### config.mk
export PLATFORM = sky130hd
export DESIGN_NAME = alu_arbiter
export DESIGN_NICKNAME = d
export VERILOG_FILES = /design/src/rtl/alu_arbiter.sv
export SDC_FILE = /design/constraint.sdc
export NUM_CORES = 1
export LEC_CHECK = 0
export BUFFER_PORTS_ARGS = -buffer_cell sky130_fd_sc_hd__buf_2
export CORE_ASPECT_RATIO = 0.6
export CORE_MARGIN = 3
export CORE_UTILIZATION = 40
export CTS_BUF_LIST = sky130_fd_sc_hd__clkbuf_4 sky130_fd_sc_hd__clkbuf_8
export DETAILED_ROUTE_END_ITERATION = 7
export GPL_TIMING_DRIVEN = 0
export PLACE_DENSITY = 0.76
export SLEW_MARGIN = 5
export SYNTH_ARGS = -nofsm -noshare
export SYNTH_HDL_FRONTEND = slang
export SYNTH_SLANG_ARGS = --single-unit
### constraint.sdc
create_clock -name clk -period 1.83 [get_ports clk]
set_clock_uncertainty 0.2 [all_clocks]
set_input_delay 0.0915 -clock clk [delete_from_list [all_inputs] [get_ports clk]]
set_output_delay 0.0915 -clock clk [all_outputs]
set_load 0.01 [all_outputs]
### src/rtl/alu_arbiter.sv
// Two-requester front end for a shared combinational ALU (IDLE -> EXEC -> RESP); ALU_ARB_ROUND_ROBIN_EN selects round-robin over fixed priority.
// Latency: accept at cycle N, rsp_valid at N+2; one operation in flight, so the issue interval is at least 3 cycles.
// Backpressure: a response held by rsp_ready=0 keeps the FSM in RESP and withholds all grants.
module alu_arbiter (
    input  logic        clk,
    input  logic        rst,
    input  logic [1:0]  req_valid,
    output logic [1:0]  req_ready,
    input  logic [63:0] req_a,
    input  logic [63:0] req_b,
    input  logic [7:0]  req_op,
    output logic        rsp_valid,
    input  logic        rsp_ready,
    output logic        rsp_id,
    output logic [31:0] rsp_result,
    output logic [31:0] alu_a,
    output logic [31:0] alu_b,
    output logic [3:0]  alu_op,
    input  logic [31:0] alu_result
);

    typedef enum logic [1:0] {
        IDLE = 2'b00,
        EXEC = 2'b01,
        RESP = 2'b10
    } state_t;

    state_t      state_q, state_d;
    logic [31:0] a_q, a_d;
    logic [31:0] b_q, b_d;
    logic [3:0]  op_q, op_d;
    logic        id_q, id_d;
    logic [31:0] rsp_result_q, rsp_result_d;
    logic        rsp_id_q, rsp_id_d;
    logic        grant_id;

`ifdef ALU_ARB_ROUND_ROBIN_EN
    logic        ptr_q, ptr_d;

    // Favoured requester wins a tie; otherwise whoever is valid.
    always_comb begin
        grant_id = req_valid[ptr_q] ? ptr_q : ~ptr_q;
    end
`else
    always_comb begin
        grant_id = req_valid[0] ? 1'b0 : 1'b1;
    end
`endif

    always_comb begin
        state_d      = state_q;
        a_d          = a_q;
        b_d          = b_q;
        op_d         = op_q;
        id_d         = id_q;
        rsp_result_d = rsp_result_q;
        rsp_id_d     = rsp_id_q;
        req_ready    = 2'b00;
`ifdef ALU_ARB_ROUND_ROBIN_EN
        ptr_d        = ptr_q;
`endif
        case (state_q)
            IDLE: begin
                if (|req_valid) begin
                    req_ready[grant_id] = 1'b1;
                    a_d     = grant_id ? req_a[63:32] : req_a[31:0];
                    b_d     = grant_id ? req_b[63:32] : req_b[31:0];
                    op_d    = grant_id ? req_op[7:4]  : req_op[3:0];
                    id_d    = grant_id;
                    state_d = EXEC;
`ifdef ALU_ARB_ROUND_ROBIN_EN
                    ptr_d   = ~grant_id;
`endif
                end
            end
            EXEC: begin
                rsp_result_d = alu_result;
                rsp_id_d     = id_q;
                state_d      = RESP;
            end
            RESP: begin
                if (rsp_ready) begin
                    state_d = IDLE;
                end
            end
            default: state_d = IDLE;
        endcase
        // The grant must not be visible in a cycle the register update will ignore.
        if (rst) begin
            req_ready = 2'b00;
        end
    end

    always_ff @(posedge clk) begin
        if (rst) begin
            state_q      <= IDLE;
            a_q          <= '0;
            b_q          <= '0;
            op_q         <= '0;
            id_q         <= 1'b0;
            rsp_result_q <= '0;
            rsp_id_q     <= 1'b0;
`ifdef ALU_ARB_ROUND_ROBIN_EN
            ptr_q        <= 1'b0;
`endif
        end else begin
            state_q      <= state_d;
            a_q          <= a_d;
            b_q          <= b_d;
            op_q         <= op_d;
            id_q         <= id_d;
            rsp_result_q <= rsp_result_d;
            rsp_id_q     <= rsp_id_d;
`ifdef ALU_ARB_ROUND_ROBIN_EN
            ptr_q        <= ptr_d;
`endif
        end
    end

    assign rsp_valid  = (state_q == RESP);
    assign rsp_id     = rsp_id_q;
    assign rsp_result = rsp_result_q;
    assign alu_a      = a_q;
    assign alu_b      = b_q;
    assign alu_op     = op_q;

endmodule

Word-level counts from Yosys, hierarchy flattened
Index checks and enable logic that the tools add are counted.
Widths: inputs -> output; s select.
Cells by class
  multiply operators: 0
  reduce and logical (&&, ||, !) cells: 5
  bitwise gates (word level): 0
  $lt $le $gt $ge: 2
  divide/modulo/power cells: 0
  add/sub/neg operators: 0
  equal/unequal tests: 4
  multiplexer cells: 12
  shifts and indexed selects: 0
Operator list (number)
  $mux 32: 2
  $mux 2: 5
  $pmux 2 s3: 1
  $mux 4: 1
  $reduce_and 2->1: 2
  $eq 2x1->1 const B: 1
  $eq 2x2->1 const B: 1
  $logic_not 2->1: 1
  $lt 1x2->1 const B: 1
  $mux 1: 2
  $ne 2x1->1 const B: 1
  $ne 2x2->1 const B: 1
  $reduce_or 2->1: 1
  $demux 1 s1: 1
  $ge 1x1->1 const B: 1
  $logic_and 1x1->1: 1
Storage, ports and cells
  input port bits: 173
  register bits after elaboration: 104
  ROM bits: 0
  RAM bits: 0
  word-level logic and storage cells: 30
  memories: 0
  latch bits: 0

Longest topological paths before layout
Gate-level depths: netlist (run 1).
  depth in word-level cells: 8
  mapped depth: 8
  mapped depth without buffers: 3

Worst setup path before layout (run 1)
OpenSTA, ideal clock, no wires.
  kind: flip-flop to output port
  start: reg state_q[1]
  end: out req_ready[1]
  arrival time: 1340 ps
  buffers on the path: 1
  slack: 199 ps
  cell stages (with the launch flop): 4
  path through: dfxtp_1 > nor2_1 > clkbuf_1 > nor4bb_1
Between the ends
  word-level cells in the longest chain between the ends: 3
RTL lines
  start: declaration: line 28  | state_t state_q, state_d;
  start signal: assignment: line 107  | state_q <= state_d;
  $logic_not 2->1: line 62  | case (state_q)
  $mux 2: line 62
  $mux 2: line 89  | if (rst) begin
  end: declaration: line 8  | output logic [1:0] req_ready,
Every way passes these cells.

Worst setup path after layout (run 1)
  start: in req_valid[0]
  end: reg b_q[5] (netlist: alu_b[5])
Between the ends
  word-level cells in the longest chain between the ends: 2
RTL lines
  start: declaration: line 7  | input logic [1:0] req_valid,
  $reduce_or 2->1: line 64  | if (|req_valid) begin
  $reduce_and 2->1 (no source line)
  end signal: assignment: line 98  | b_q <= '0;
  end signal: assignment: line 109  | b_q <= b_d;
  end: declaration: line 30  | logic [31:0] b_q, b_d;
Several ways; a longest one is shown, not always the timed one.
A chain may end at the register's enable or synchronous reset.

==> impl_results.md, run 1 <==
- Critical path class: in2reg
- Arr. time, crit path: between 1.5 and 2 ns
- Most frequent cells in the layout: buf_2, dlygate4sd3_1, dfxtp_1
- I/O Pins: 277
- Gr usage total: 0.300
- Initial DRT Pass Iterations: 5
- P&R area growth vs syn: 79.7%
- Die H: 87.1 um
- CTS Buffer Depth: 2
- Status: completed
- Yosys top cell by area: dfxtp_1
- Setup violators final: 0
- GRT Max-Usage Layer: met2
- Worst Hold Class: reg2reg
- Rel. slew slack: 0.498
- CP Launch Type: input port
- Grt met2 use: 0.544
- M1 GR Usage: 0.341
- Vias in the first global route: 6023
- Crit path max fanout: 10
- Final net count: 1100
- Initial core utilization: 0.427
- Remaining DRCs: 0
- Design Power: just under 6000 uW
- Die width: 141 um
- Leak: 0.00374 uW
- Pwr Density: between 700 and 800 nW/um2
- Slew Viols, Final: 0
- TritonCTS clock tree: done
- Worst Setup End Kind: flop
- DRT iter0 DRCs: 254
- Synth top area share: 0.475
- H-Tree Depth: 3
- Final Wtd Congestion: 0.785
- Routed WL per cell: 17.9 um
- Fraction of layout cells with a size suffix above 1: 0.355
- Inserted Clock Buffers: 9
- Core area: 10300 um2
- Yosys reg bits: roughly 100
- Port Buffers: roughly 270
- Non-filler cells, final: 1069
- Sequential share of the synthesized area: 0.475
- Largest net degree at the start of global routing: 18
- Vias: 5657
- Clk_lat worst skew: 0.36 ns
- Max_cap viols: 0
- Hpwl dp: 11.7 mm
- Commonest non-fill, non-tap cell in the layout: buf_2
- Final period util: 0.973
- Met3 Use GR: 0.0669
- Antenna violations before repair: 0
- Avg Cell Area, Syn: 9.31 um2
- Placed cell count: 880
- Critical Path RT: 1.90 ns
- Seq. cell area: 2080 um2
- Multi-input gate area: 2090 um2
- Worst Tran Pin Value: 0.752 ns
- Fin. Hold Viols: 0
- Via density: 5.29
- CTS root buffer: clkbuf_8
- Drt total wl: 19.1 mm
- Clk pin slew, worst setup/hold paths: 0.10 ns
- Die area: roughly 12000 um2
- Cells after Synth: 471
- Final min period: 1.78 ns
- Gr ovfl total: 0
- WHS: roughly 0.26 ns
- Worst R2R Setup Slack: approximately 0.08 ns
- Peak VDD IR: roughly 0.00039 V
- YS warnings: 0
- Mapped Area: 4380 um2
- Post-synth net total: 644
- Unique masters post-synth: 17
- Site Rows: 28
- Fill count: 709
- Max Fclk: 562 MHz
- Total clock sinks: 104
- Global-route wire length before repair: slightly below 30 mm
- Detail Route Antenna Nets: 0
- Largest cells by area after synthesis: dfxtp_1, mux2i_1, a21oi_1
==> synthesized netlist by cell type <==
cell	n
nor4bb_1	1
buf_6	3
a211oi_1	59
a21oi_1	103
buf_1	2
mux2i_1	68
clkbuf_1	38
nand2b_1	2
nor2b_1	3
nand2_1	66
dfxtp_1	104
buf_2	8
or2_1	1
nor4b_1	1
a211oi_2	10
and2_1	1
nor2_1	1
==> path summary, 6_finish.rpt <==
kind	from	end	depth (start not counted)
min	rsp_result[22]	rsp_result[22]	2
min reg2reg	rsp_result[22]	rsp_result[22]	2
max reg2reg	state_q[0]	alu_b[17]	6
max	req_valid[0]	alu_b[5]	5
==> routing by layer <==
metal | up-vias | wire length (um)
li1 | 2613 | -
met3 | 74 | 1340
met5 | - | 0
met4 | 0 | 656
met1 | 2679 | 7350
met2 | 291 | 9800
==> per-stage QoR <==
stage / TNS [ns] / instance area [um2] / utilization / setup slack [ns]
after CTS: 0 / 7840 / 0.764 / 0.0471
final: 0 / 7880 / 0.767 / 0.0492
after detailed placement: -10.47 / 5920 / 0.577 / -0.226
after global routing: -0.00463 / 7870 / 0.767 / -0.00463
after global placement: -9.47 / 5920 / 0.577 / -0.216
after floorplan: 0 / 4380 / - / 0.199
==> cell type report <==
| class | count | share of cell area |
|---|---|---|
| multi-input combinational | 316 | 0.266 |
| sequential | 104 | 0.264 |
| timing repair buffer | 445 | 0.391 |
| buffer | 51 | 0.0318 |
| clock inverter | 6 | 0.00858 |
| clock buffer | 10 | 0.0167 |
| tap | 135 | 0.0214 |
| antenna | 2 | 0.000635 |
==> critical path, cell delays in order <==
cell	delay, ns
buf_6	0.13
clkbuf_1	0.55
mux2i_1	0.19
dlygate4sd3_1	0.62
a211oi_1	0.27
==> report_power, final <==
group	switching (uW)	total (uW)	internal (uW)
combinational	901	1800	898
clock	803	1460	656
sequential	131	2630	2500
==> cell families (layout without fill, tap and decap cells) <==
logic type             count (synthesis)  after routing  synth area share
AOI/OAI and AO/OA                    172            172             0.247
DFF                                  104            104             0.475
and+or+nand+nor                       76             76            0.0716
muxes                                 68             68             0.155
buffers and inverters                 51            512            0.0511
other                                  0              2                 0
==> registers in the layout (all words and copies together), names as in the netlist <==
| name | cells |
|---|---|
| alu_a | 32 |
| alu_b | 32 |
| rsp_result | 32 |
| alu_op | 4 |
| state_q | 2 |
| id_q | 1 |
| rsp_id | 1 |
==> timing repair <==
| item | in CTS | in global routing |
|---|---|---|
| hold buffers | 170 | 0 |
| pin swaps | 1 | 0 |
| setup buffers | 1 | 0 |
| endpoints found under the setup margin | 70 | 66 |
| gates resized for setup | 4 | 35 |
| hold endpoints to repair | 102 | 0 |
(Power assumes the default switching activity.)
==> run 2: changes to the inputs <==
CORE_MARGIN = 10   (was 3)
GPL_TIMING_DRIVEN = not set   (was 0)
==> run 2 against run 1 <==
- die area up 28%
- total power down 0.75%
- register-to-register slack improved by 0.15 ns
- critical endpoint is now alu_b[11]
- cell area shrank 1.2%
- core utilization shrank 3.5 points
- fmax is 0.55% lower
- worst hold slack got worse by 0.044 ns
- worst setup slack got worse by 0.0098 ns
- cell count down 3.5%
- first-iteration DRC count grew 22%
==> impl_results.md, run 2 (synthesized netlist as in run 1, its figures left out) <==
- Status: completed
- Port Buffers: 276
- Die area: 15700 um2
- Largest net degree at the start of global routing: 72
- Worst Setup SP: req_valid[1]
- Hpwl dp: 11.8 mm
- Non-filler cells, final: 1032
- Detail Route Antenna Nets: 0
- Critical Path RT: 1.88 ns
- I/O Pins: roughly 280
- Initial core utilization: 0.412
- Global-route wire length before repair: 29.8 mm
- Final Wtd Congestion: 0.754
- CTS Buffer Depth: 2
- Clk_lat worst skew: 0.35 ns
- Commonest non-fill, non-tap cell in the layout: buf_2
- Die H: between 100 and 150 um
- CTS root buffer: clkbuf_8
- Worst Hold Class: in2reg
- Worst setup path end: alu_b[11]
- Inserted Clock Buffers: 9
- Max Fclk: 558 MHz
- DRT iter0 DRCs: 309
- Final period util: 0.978
- Max_cap viols: 0
- Fin. Hold Viols: 0
- Final net count: 1060
- Setup TNS: 0 ns
- CP Launch Type: input port
- FF-to-FF End: alu_a[24]
- Slew Viols, Final: 0
- CP Cell Sequence: dlygate4sd3_1 > buf_2 > or2_2 > and2_2 > buf_4 > a211oi_1
- Site Rows: 29
- Gr usage total: 0.231
- TritonCTS clock tree: done
- Arr. time, crit path: 1.84 ns
- Clk pin slew, worst setup/hold paths: 0.09 ns
- Remaining DRCs: 0
- RSZ-0062 raised after global routing: yes
- Worst Setup End Kind: flop
- Antenna violations before repair: 0
- Via density: ~5.2
- Leak: around 0.0037 uW
- Rel. slew slack: 0.634
- Placed cell count: 844
- Worst R2R Setup Slack: 0.23 ns
- H-Tree Depth: 3
- Gr ovfl total: 0
- P&R area growth vs syn: 77.5%
- Crit path max fanout: 39
- Fin util: 0.732
- Vias: 5372
- Worst Tran Pin Value: 0.549 ns
- Vias in the first global route: 5561
- Drt total wl: ~19 mm
- Reg2reg path depth: 4
- CP max-delay cell: dlygate4sd3_1
- Critical path class: in2reg
- Worst path max stage delay: approximately 0.54 ns
- Total clock sinks: roughly 100
- Reg2reg start: state_q[0]
- Fraction of layout cells with a size suffix above 1: 0.357
- Final min period: 1.79 ns
- Peak VDD IR: 0.000464 V
- Setup violators final: 0
- Pwr Density: 751 nW/um2
- Core area: between 10000 and 15000 um2
- Die width: 155 um
- Initial DRT Pass Iterations: 5
- WHS: 0.213 ns
- Design Power: 5850 uW
- Most frequent cells in the layout: buf_2, dlygate4sd3_1, a21oi_1
- Routed WL per cell: 18.7 um
-- run 2: final cells by class --
class	instances	area (um2)
Multi-Input combinational cell	316	2100
Timing Repair Buffer	456	3220
Sequential cell	104	2080
Clock buffer	12	153
Antenna cell	1	2.50
Clock inverter	4	53.8
Fill cell	691	2850
Tap cell	139	174
-- run 2: what timing repair did --
action,CTS,global route
resized for setup,1,6
endpoints found under the hold margin,104,0
endpoints found under the setup margin,1,19
cloned,0,0
hold buffers,171,0
pin swaps,0,1
buffers inserted,0,0
-- run 2: worst min-delay path by stage --
stage	slack [ns]	start	to	cells after the start
2_1_floorplan	0.03	alu_result[0]	rsp_result[0]	2
3_3_place_gp	0.13	alu_result[8]	rsp_result[8]	3
3_5_place_dp	0.14	alu_result[8]	rsp_result[8]	3
4_1_cts	0.20	req_valid[0]	id_q	3
5_1_grt	0.23	req_valid[0]	id_q	3
6_report	0.21	req_valid[0]	id_q	3
-- run 2: routing by layer --
metal  routed length, um  vias to the layer above  global-route usage
met5                   0                        -                   0
met2               10200                      278               0.430
met1                6870                     2521               0.236
met4                 470                        0              0.0810
met3                1710                       40              0.0827
li1                    -                     2533                   -
-- run 2: power breakdown --
part	total, uW	switching, uW	internal, uW
Combinational	1750	865	882
Sequential	2630	133	2500
Clock	1460	761	704
Total	5850	1760	4090
-- run 2: through the flow --
stage	area, um2	setup WS [ns]
CTS	7760	0.00121
floorplan	4380	0.199
finish	7780	0.0394
detailed placement	5840	0.189
global placement	5840	0.281
global route	7780	-0.0244
-- run 2: worst max-delay path: cells and delay by family --
| family | cells | cell delay, ns |
|---|---|---|
| buffers and inverters | 3 | 0.93 |
| AND/OR/NAND/NOR | 2 | 0.49 |
| AO/OA/AOI/OAI | 1 | 0.32 |
